`src/rtl/line_capture.sv`:
```
// line_capture: synchronizes asynchronous input lines and PPS, detects masked
// rising/falling edges, timestamps them and queues {ts, level, change} words
// in a FIFO that is drained one word per rd_en request.
module line_capture #(
  parameter int NUM_LINES  = 8,
  parameter int FIFO_DEPTH = 16,
  parameter int TS_WIDTH   = 16
) (
  input  logic                              clk,
  input  logic                              rstn,
  input  logic [NUM_LINES-1:0]              input_lines,
  input  logic                              pps_in,
  input  logic                              enable,
  input  logic [NUM_LINES-1:0]              rise_mask,
  input  logic [NUM_LINES-1:0]              fall_mask,
  input  logic                              rd_en,
  input  logic                              ovf_clr,
  output logic [TS_WIDTH+2*NUM_LINES-1:0]   rd_data,
  output logic                              rd_valid,
  output logic                              empty,
  output logic                              overflow,
  output logic [7:0]                        drop_count
);
  localparam int W  = TS_WIDTH + 2*NUM_LINES;
  localparam int AW = $clog2(FIFO_DEPTH);
  localparam int CW = AW + 1;
  localparam logic [CW-1:0] DEPTH_C    = CW'(FIFO_DEPTH);
  localparam logic [1:0]    PRIME_DONE = 2'd3;

  // synchronizer chain and edge-detect history
  logic [NUM_LINES-1:0] lines_s1_q, lines_s1_d;
  logic [NUM_LINES-1:0] lines_s2_q, lines_s2_d;
  logic [NUM_LINES-1:0] lines_prev_q, lines_prev_d;
  logic                 pps_s1_q, pps_s1_d;
  logic                 pps_s2_q, pps_s2_d;
  logic                 pps_prev_q, pps_prev_d;

  // control state
  logic [1:0]           prime_cnt_q, prime_cnt_d;
  logic [TS_WIDTH-1:0]  ts_q, ts_d;
  logic                 evt_vld_q, evt_vld_d;
  logic [AW-1:0]        wr_ptr_q, wr_ptr_d;
  logic [AW-1:0]        rd_ptr_q, rd_ptr_d;
  logic [CW-1:0]        count_q, count_d;
  logic                 rd_valid_q, rd_valid_d;
  logic [W-1:0]         rd_data_q, rd_data_d;
  logic                 ovf_q, ovf_d;
  logic [7:0]           drop_cnt_q, drop_cnt_d;

  // datapath storage (not reset)
  logic [W-1:0]         evt_word_q, evt_word_d;
  logic [W-1:0]         mem_q [FIFO_DEPTH];

  logic [NUM_LINES-1:0] change;
  logic                 primed, pps_rise, full, rd_req, wr_ok, drop;

  // next-state logic: edge detection, timestamp, FIFO bookkeeping, overflow
  always_comb begin
    lines_s1_d   = input_lines;
    lines_s2_d   = lines_s1_q;
    lines_prev_d = lines_s2_q;
    pps_s1_d     = pps_in;
    pps_s2_d     = pps_s1_q;
    pps_prev_d   = pps_s2_q;

    change   = (rise_mask & lines_s2_q & ~lines_prev_q) |
               (fall_mask & ~lines_s2_q & lines_prev_q);
    primed   = (prime_cnt_q == PRIME_DONE);
    pps_rise = pps_s2_q & ~pps_prev_q;

    prime_cnt_d = primed ? prime_cnt_q : prime_cnt_q + 2'd1;
    ts_d        = pps_rise ? '0 : ts_q + TS_WIDTH'(1);

    // every line that changed this cycle lands in the same event word
    evt_vld_d  = enable & primed & (|change);
    evt_word_d = {ts_q, lines_s2_q, change};

    // a read in the same cycle frees the slot a full-FIFO write needs
    full   = (count_q == DEPTH_C);
    rd_req = rd_en & (count_q != '0);
    wr_ok  = evt_vld_q & (~full | rd_req);
    drop   = evt_vld_q & full & ~rd_req;

    wr_ptr_d = wr_ptr_q + AW'(wr_ok);
    rd_ptr_d = rd_ptr_q + AW'(rd_req);
    case ({wr_ok, rd_req})
      2'b10:   count_d = count_q + CW'(1);
      2'b01:   count_d = count_q - CW'(1);
      default: count_d = count_q;
    endcase

    rd_valid_d = rd_req;
    rd_data_d  = rd_req ? mem_q[rd_ptr_q] : rd_data_q;

    // a drop coinciding with the clear still gets recorded
    if (ovf_clr) begin
      ovf_d      = drop;
      drop_cnt_d = drop ? 8'd1 : 8'd0;
    end else begin
      ovf_d      = ovf_q | drop;
      drop_cnt_d = (drop && drop_cnt_q != 8'hFF) ? drop_cnt_q + 8'd1 : drop_cnt_q;
    end
  end

  // control and synchronizer registers with synchronous active-low reset
  always_ff @(posedge clk) begin
    if (!rstn) begin
      lines_s1_q   <= '0;
      lines_s2_q   <= '0;
      lines_prev_q <= '0;
      pps_s1_q     <= 1'b0;
      pps_s2_q     <= 1'b0;
      pps_prev_q   <= 1'b0;
      prime_cnt_q  <= '0;
      ts_q         <= '0;
      evt_vld_q    <= 1'b0;
      wr_ptr_q     <= '0;
      rd_ptr_q     <= '0;
      count_q      <= '0;
      rd_valid_q   <= 1'b0;
      rd_data_q    <= '0;
      ovf_q        <= 1'b0;
      drop_cnt_q   <= '0;
    end else begin
      lines_s1_q   <= lines_s1_d;
      lines_s2_q   <= lines_s2_d;
      lines_prev_q <= lines_prev_d;
      pps_s1_q     <= pps_s1_d;
      pps_s2_q     <= pps_s2_d;
      pps_prev_q   <= pps_prev_d;
      prime_cnt_q  <= prime_cnt_d;
      ts_q         <= ts_d;
      evt_vld_q    <= evt_vld_d;
      wr_ptr_q     <= wr_ptr_d;
      rd_ptr_q     <= rd_ptr_d;
      count_q      <= count_d;
      rd_valid_q   <= rd_valid_d;
      rd_data_q    <= rd_data_d;
      ovf_q        <= ovf_d;
      drop_cnt_q   <= drop_cnt_d;
    end
  end

  // event word staging and FIFO storage; validity is tracked by control flops
  always_ff @(posedge clk) begin
    evt_word_q <= evt_word_d;
    if (wr_ok) mem_q[wr_ptr_q] <= evt_word_q;
  end

  assign rd_data    = rd_data_q;
  assign rd_valid   = rd_valid_q;
  assign empty      = (count_q == '0);
  assign overflow   = ovf_q;
  assign drop_count = drop_cnt_q;

endmodule

```
`config.mk`:
```
export PLATFORM = sky130hd
export DESIGN_NAME = line_capture
export DESIGN_NICKNAME = d
export VERILOG_FILES = /design/src/rtl/line_capture.sv
export SDC_FILE = /design/constraint.sdc
export NUM_CORES = 1
export LEC_CHECK = 0
export BUFFER_PORTS_ARGS = -buffer_cell sky130_fd_sc_hd__buf_2
export CAP_MARGIN = 30
export CORE_MARGIN = 1
export CORE_UTILIZATION = 45
export CTS_CLUSTER_SIZE = 40
export DETAILED_ROUTE_END_ITERATION = 10
export GPL_ROUTABILITY_DRIVEN = 0
export GPL_TIMING_DRIVEN = 0
export REMOVE_ABC_BUFFERS = 1
export SYNTH_ARGS = -nofsm -noshare
export SYNTH_HDL_FRONTEND = slang
export SYNTH_SLANG_ARGS = --single-unit
export TNS_END_PERCENT = 50
```
`constraint.sdc`:
```
create_clock -name clk -period 5.2 [get_ports clk]
set_input_delay 1.04 -clock clk [delete_from_list [all_inputs] [get_ports clk]]
set_output_delay 1.04 -clock clk [all_outputs]
set_load 0.005 [all_outputs]
```
Word-level counts from Yosys, hierarchy flattened

Memories as Yosys holds them, arrays and structs flattened. A register that Yosys moved wholly into a read port is not among the register bits.
Cells that the tools add are included.

Bits of input ports: 30
Memories: 1
Flip-flop bits (word level): 101
Word-level logic and storage cells: 64
RAM bits: 512

Memory list:

| memory | words | bits a word | read ports | clocked after memory_dff | wr ports | RTL line | RTL |
|---|---|---|---|---|---|---|---|
| mem_q  | 16    | 32          | 1          | 1                        | 1        | 52       | `logic [W-1:0] mem_q [FIFO_DEPTH];` |

Reductions and logical operators: 8
Equality and inequality tests: 5
Add/sub/neg operators: 7
Bitwise logic cells: 20
Mux-type cells: 7

Operator list:

| kind                                                               | count |
|---|---|
| 8-bit AND                                                          | 4 |
| 16-bit by 1-bit adder with 16-bit output, second input constant    | 1 |
| 8-bit 2-to-1 mux                                                   | 2 |
| 8-bit NOT                                                          | 2 |
| 5-bit case mux with 2 select lines                                 | 1 |
| 4-bit by 1-bit adder with 4-bit output                             | 2 |
| 8-bit by 1-bit adder with 8-bit output, second input constant      | 1 |
| 8-bit inequality test, second input constant                       | 1 |
| 8-bit OR                                                           | 1 |
| 8-bit OR reduction                                                 | 1 |
| 1-bit AND                                                          | 7 |
| 5-bit by 1-bit adder with 5-bit output, second input constant      | 1 |
| 5-bit == test, second input constant                               | 1 |
| 5-bit logical NOT                                                  | 1 |
| 5-bit nonzero test                                                 | 1 |
| 5-bit by 1-bit subtractor with 5-bit output, second input constant | 1 |
| 2-bit == test, second input constant                               | 2 |
| 1-bit 2-to-1 mux                                                   | 4 |
| 1-bit NOT                                                          | 4 |
| 2-bit nonzero test                                                 | 2 |
| 2-bit by 1-bit adder with 2-bit output, second input constant      | 1 |
| 2-bit by 1-bit == test with 1-bit output, second input constant    | 1 |
| 1-bit OR                                                           | 2 |
| 2-bit OR reduction                                                 | 1 |
| other kinds (2)                                                    | 2 |

Logic depth before layout (Yosys ltp)

Gate-level depths: netlist of run 1.

Word-level depth: 7
Depth in mapped cells: 10

Worst setup path before layout of run 1

No wires, ideal clock.

Path type: input to register
From: in rd_en
To: mem mem_q[0][0] (netlist bit) (enable)
Library setup time: 0.513 ns
Stages on the path: 5
Arrival time: 4.890 ns
Slack: -0.203 ns
Path through: bufbuf_16 > nor2b_1 > nand2_1 > nand2_1 > nor4b_1

Cells in the longest elaborated chain, start to end: 5

Ends and longest elaborated chain:

| item                                   | RTL line | RTL |
|---|---|---|
| start: declaration                     | 16       | `input logic rd_en,` |
| 1-bit AND                              | 80       | `rd_req = rd_en & (count_q != '0);` |
| 1-bit OR                               | 81       | `wr_ok = evt_vld_q & (~full \| rd_req);` |
| 1-bit AND                              | 81       |  |
| 1-bit 2-to-1 mux                       | 147      | `if (wr_ok) mem_q[wr_ptr_q] <= evt_word_q;` |
| 1-bit 2-to-1 mux (not written as such) | 147      |  |
| end: declaration                       | 52       |  |

Every way passes these cells.

Final worst setup path of run 1

From: in rd_en
To: mem mem_q[2][24] (netlist bit) (enable)

The elaborated chain is that of the path after synthesis.

==> results_dict.tcl, run 1 <==
set metrics [dict create \
    status "finished clean" \
    diodes 0 \
    synth_async_sr_flop_share_pct 0 \
    die_area_mm2 0.05427 \
    fill_cells 4048 \
    rsz0062_at_grt "false" \
    grt_max_degree 51 \
    port_buffers 72 \
    crit_arrival_ns 3.36 \
    criticalPathCategory "input pin to flip-flop" \
    yosysUniqueCellTypes 52 \
    route.detailed.drc 0 \
    power_density_mw_per_mm2 438.0 \
    min_period_over_period_pct 59.25 \
    yosysWarningCount 0 \
    hold_violations 0 \
    final_util_pct 53.34 \
    multi_input_area_mm2 0.005670 \
    detail_route.wl_per_cell_um 23.03 \
    fmax_mhz 324.6 \
    drt_pass1_iterations 5 \
    dieWidth_um 233.0 \
    cts_tree "done" \
    finalNetCount 1414 \
    syn_to_final_growth_pct 17.00 \
    clkTransAtPathRegs_ns 0.06 \
    synthCells 1243 \
    grt-ovfl-total 0 \
    final_max_slew_viol_count 0 \
    grt_antenna_before_repair 0 \
    grt_usage_pct 18.81 \
    netlist_area_mm2 0.02400 \
    setup_viol 0 \
    startpoint_type "input pin" \
    stdcell_count 2118 \
    synth_ff_type "edfxtp_1" \
    ys_seq_area_share_pct 75.14 \
    power_mw 12.30 \
    ios 73 \
    clock_path_buffers 3 \
    place_inst 1996 \
    required_ns 5.48 \
    drive_gt1_share_pct 26.57 \
    avgSynthCellArea_um2 19.31 \
    numCtsBuffers 66 \
    max-vdd-ir-drop_mv 0.2603 \
    cts_root_buf "clkbuf_16" \
    timing.hold.ws_ns 0.3693 \
    r2r_setup_slack_ns 2.28 \
    core_area_mm2 0.05266 \
    slew_headroom_pct 35.74 \
    initial_core_util_pct 45.59 \
    maxCapViolCount 0 \
    clock_skew_ns 0.01535 \
    fp.dieH_um 233.0 \
    ctsHoldBuffers 0 \
    viasPerCell 5.480 \
    tightest_slew_ns 0.9639 \
    worst_setup_path_end_kind "flip-flop" \
    drt_iter0_markers 917 \
    cts_resized 0 \
    fin_crit_ns 3.081 \
    regArea_mm2 0.01805 \
    setup_tns_ns 0 \
    worstHoldPathType "flip-flop to flip-flop" \
    ys_ff_latch 645 \
    grt_pass1_wl_um 74010 \
    drt-total-wl_um 48790 \
    detailed_place_hpwl_um 30550 \
    post-cts-setup-buffer-count 0 \
    grt_pass1_vias 11891 \
    cts.sinks 645 \
    htree_num_levels 3 \
    cp_max_fo 10 \
    insertion_delay_ns 0.58 \
    mostFrequentLayoutCells "512 x edfxtp_1, 130 x dfxtp_1, 127 x mux4_2, 90 x nor2_1, 74 x clkbuf_16" \
    p_leak_nw 9.784 \
    ant_nets 0 \
    synth-edff-count 512 \
    dr_total_vias 11607 \
    final_common_cell "edfxtp_1" \
    num_rows 84 \
]
-- cell usage after synthesis (all sizes together) (2+ instances only) --
cell | instances | area share [%]
a211o | 32 | 1.2
a21oi | 11 | 0.23
and2 | 33 | 0.86
and3 | 3 | 0.078
and4 | 3 | 0.11
buf | 32 | 0.81
bufbuf | 2 | 0.27
clkbuf | 26 | 0.41
dfxtp | 133 | 11
dlygate4sd1 | 2 | 0.073
edfxtp | 512 | 64
ha | 8 | 0.42
inv | 9 | 0.14
mux2i | 71 | 3.0
mux4 | 128 | 12
nand2 | 32 | 0.50
nand2b | 5 | 0.13
nand3 | 15 | 0.31
nand3b | 2 | 0.063
nand4 | 9 | 0.23
nor2 | 99 | 1.5
nor2b | 4 | 0.10
nor3 | 5 | 0.10
nor4 | 7 | 0.24
o2111ai | 3 | 0.26
o211ai | 2 | 0.063
o21ai | 8 | 0.17
o22ai | 8 | 0.21
o31ai | 3 | 0.094
or3 | 4 | 0.11
or4 | 4 | 0.14
xnor2 | 3 | 0.11
xor2 | 15 | 0.55
-- path summary, 6_finish.rpt --
kind | start | endpoint | cells past startpoint
hold / removal | ts_q[15]$_SDFF_PP0_ | evt_word_q[31]$_DFF_P_ | 0
setup reg to reg | count_q[4]$_SDFFE_PN0P_ | mem_q[2][24]$_DFFE_PP_ | 8
hold reg to reg | ts_q[15]$_SDFF_PP0_ | evt_word_q[31]$_DFF_P_ | 0
setup / recovery | rd_en | mem_q[2][24]$_DFFE_PP_ | 9
-- metrics by stage --
step	instance area, µm²	setup slack, ns
floorplan	23620	-1.398
global placement	24840	-4.914
detailed placement	25770	1.513
CTS	28090	2.138
global route	28090	1.972
finish	28090	2.119
-- layout make-up --
| cell class | instances | share of cell area [%] |
|---|---|---|
| timing repair buffer | 128 | 4.121 |
| clock inverter | 18 | 0.8553 |
| sequential | 645 | 64.26 |
| inverter | 9 | 0.1203 |
| clock buffer | 104 | 7.386 |
| tap | 688 | 3.065 |
| multi-input combinational | 526 | 20.19 |
-- cells by family after synthesis --
family | count (synthesis) | share of synthesized area (%)
xor+xnor | 18 | 0.6568
simple gates | 226 | 4.577
mux | 200 | 15.03
buf+inv | 72 | 1.746
fa+ha+maj | 8 | 0.4170
flops | 645 | 75.14
compound gates | 74 | 2.429
-- worst max-delay path, cell delays in order --
cell	delay (ns)
buf_2	0.23
nor2b_1	0.12
nand2_1	0.08
nand2_1	0.17
inv_1	0.18
nand3b_1	0.30
nor3_2	0.77
buf_6	0.27
buf_6	0.19
-- where the power goes --
group / switching (mW) / internal [mW] / total [mW]
Sequential: 0.208 / 5.68 / 5.89
Clock: 1.88 / 3.04 / 4.93
Combinational: 0.670 / 0.821 / 1.49
-- metal layers --
metal / track usage (%) / up-vias / share of wire, %
met2: 31.12 / 224 / 50
li1: - / 5219 / -
met4: 6.230 / 0 / 2.1
met1: 25.68 / 6095 / 44
met3: 2.696 / 69 / 4.0
met5: 0 / - / 0
-- registers in the layout (all words and copies together) (netlist names), 2 cells and up --
signal / count
wr_ptr_q: 4
drop_count: 8
mem_q: 512
lines_s1_q: 8
evt_word_q: 32
count_q: 5
rd_ptr_q: 4
lines_prev_q: 8
rd_data: 32
prime_cnt_q: 2
ts_q: 16
lines_prev_d: 8
No activity file was read; power rests on OpenSTA's default activity.
==> inputs of run 2 (changes only) <==
ABC_AREA = 1   (was not set)
clock period = 2.6 ns   (was 5.2 ns; I/O delays follow)
==> results_dict.tcl, run 2 <==
set metrics [dict create \
    status "finished clean" \
    initial_core_util_pct 45.91 \
    regMostFlops "mem_q" \
    setup_tns_ns 0 \
    core_area_mm2 0.05693 \
    route.detailed.drc 0 \
    pwr-share-seq_pct 43.3 \
    cp_max_fo 20 \
    switching_share_pct 28.55 \
    synth_top_area_share_pct 58.82 \
    clock_skew_ns 0.01211 \
    drive_gt1_share_pct 16.68 \
    synth_top_cell_by_area "edfxtp_1" \
    synth_most_common_cell "edfxtp_1" \
    cp-startpoint "count_q[0]$_SDFFE_PN0P_" \
    port_buffers 72 \
    max-vdd-ir-drop_mv 0.5199 \
    postPlaceCellArea_mm2 0.02763 \
    worstHoldPathType "input pin to flip-flop" \
    dr_total_vias 15821 \
    syn_to_final_growth_pct 14.85 \
    fin_crit_ns 2.468 \
    slew_headroom_pct 34.51 \
    ys_seq_area_share_pct 69.01 \
    p_leak_nw 11.25 \
    p_int_mw 19.45 \
    regArea_mm2 0.01805 \
    fp.dieH_um 243.0 \
    largest_reg_flops 512 \
    yosysWarningCount 0 \
    clkTransAtPathRegs_ns 0.06 \
    place_inst 2897 \
    avgSynthCellArea_um2 12.13 \
    synth_ff_type "edfxtp_1" \
    numCtsBuffers 69 \
    cts_tree "done" \
    hold_violations 0 \
    rsz0062_at_grt "true" \
    dieWidth_um 243.0 \
    synthCells 2154 \
    min_period_over_period_pct 94.91 \
    die_area_mm2 0.05905 \
    startpoint_type "flip-flop" \
    grt_max_degree 89 \
    synth_async_sr_flop_share_pct 0 \
    combPwrFrac_pct 20.5 \
    fill_cells 4719 \
    netlist_area_mm2 0.02614 \
    grt_pass1_vias 15136 \
    hold_start "input_lines[1]" \
    ios 73 \
    insertion_delay_ns 0.59 \
    tightest_slew_ns 0.9801 \
    criticalPathCategory "flip-flop to flip-flop" \
    synth-edff-count 512 \
    crit_arrival_ns 2.75 \
    timing.rr.start "count_q[0]$_SDFFE_PN0P_" \
    fmax_mhz 405.2 \
    maxCapViolCount 0 \
    detail_route.wl_per_cell_um 19.24 \
    viasPerCell 5.225 \
    clock_path_buffers 3 \
    design_area_mm2 0.03002 \
    grt_antenna_before_repair 0 \
    finalNetCount 2257 \
    worst_setup_path_end_kind "flip-flop" \
    drt_pass1_iterations 6 \
    mostFrequentLayoutCells "512 x edfxtp_1, 349 x inv_1, 241 x nand3_1, 211 x nand2_1, 135 x o211ai_1" \
    htree_num_levels 3 \
    final_common_cell "edfxtp_1" \
    netSwitchingPower_mw 7.770 \
    drt_iter0_markers 1284 \
    setup_viol 0 \
    detailed_place_hpwl_um 33160 \
    grt_usage_pct 19.82 \
    required_ns 2.89 \
    cts_root_buf "clkbuf_16" \
    ys_ff_latch 645 \
    num_rows 87 \
    power_density_mw_per_mm2 906.6 \
    diodes 0 \
    power_frac_clock_pct 36.2 \
    grt-ovfl-total 0 \
    grt_pass1_wl_um 88690 \
    yosysUniqueCellTypes 40 \
    final_max_slew_viol_count 0 \
    cts.sinks 645 \
    ant_nets 0 \
    multi_input_area_mm2 0.006008 \
    drt-total-wl_um 58270 \
    timing.hold.ws_ns 0.1058 \
    synth_area_leaders "edfxtp_1 59%, dfxtp_1 10%, inv_1 5.0%" \
    stdcell_count 3028 \
    synthTopCellsByCount "512 x edfxtp_1, 351 x inv_1, 244 x nand3_1" \
]
run 2: changes by cell type after synthesis, moves of 110 or more:
cell,previous run,this run
nand3_1,15,244
inv_1,9,351
o21ai_1,1,111
nand2_1,32,211
mux4_2,127,0
o211ai_1,2,135
run 2: layout make-up:
cell class	count	share of cell area, %
sequential	645	60.13
inverter	363	4.564
timing repair buffer	117	4.560
clock buffer	93	6.435
clock inverter	31	1.146
tap	756	3.151
multi-input combinational	1023	20.01
run 2: logic make-up (layout without fill, tap and decap cells):
kind of cell | Yosys count | after routing | synth area share [%]
flops | 645 | 645 | 69.01
simple gates | 540 | 540 | 9.502
buf+inv | 486 | 604 | 8.521
compound gates | 468 | 468 | 12.35
fa+ha+maj | 8 | 8 | 0.3830
xor+xnor | 7 | 7 | 0.2346
run 2: worst paths after layout:
check | end | slack, ns | depth (start not counted)
max | mem_q[2][16]$_DFFE_PP_ | 0.13 | 7
min | lines_s1_q[1]$_SDFF_PN0_ | 0.11 | 3
max reg2reg | mem_q[2][16]$_DFFE_PP_ | 0.13 | 7
min reg2reg | evt_word_q[19]$_DFF_P_ | 0.37 | 0
run 2: what timing repair did:
action,in CTS,in global routing
gates resized for setup,2,2
pin swaps,1,3
hold buffers,0,0
endpoints found under the setup margin,30,89
endpoints found under the hold margin,0,0
buffers inserted,2,5
run 2: power groups by stage:
stage | clock, mW | combinational, mW | sequential [mW]
floorplan | 0 | 2.10 | 12.2
global placement | 0 | 2.84 | 12.3
detailed placement | 0 | 5.46 | 12.1
CTS | 10.1 | 5.50 | 11.9
global route | 10.5 | 6.27 | 11.8
finish | 9.85 | 5.59 | 11.8
run 2: layer usage:
metal  part of all wire [%]  wire length (µm)  GRT usage, %
met5                      0                 0             0
met3                    4.9              2866         3.074
met4                    2.8              1650         7.806
met1                     44             25630         26.45
met2                     48             28120         32.48
run 2: per-stage QoR:
stage                     power (mW)  util [%]  worst slack, ns
after global placement         15.10     46.69           -13.15
after global routing           28.57     52.73        -0.005085
after CTS                      27.43     52.59        -0.001077
after floorplan                14.28         -           -9.450
after detailed placement       17.53     48.52          -0.2048
final                          27.22     52.73           0.1323
run 2: critical path: stages (launching register included):
cell and delay [ns]:
dfxtp_1 0.43, nor2_2 0.08, nand2_1 0.11, nor3_4 0.06, nor2_4 0.17, nand3_2 0.24
nor2_4 0.81, buf_16 0.24
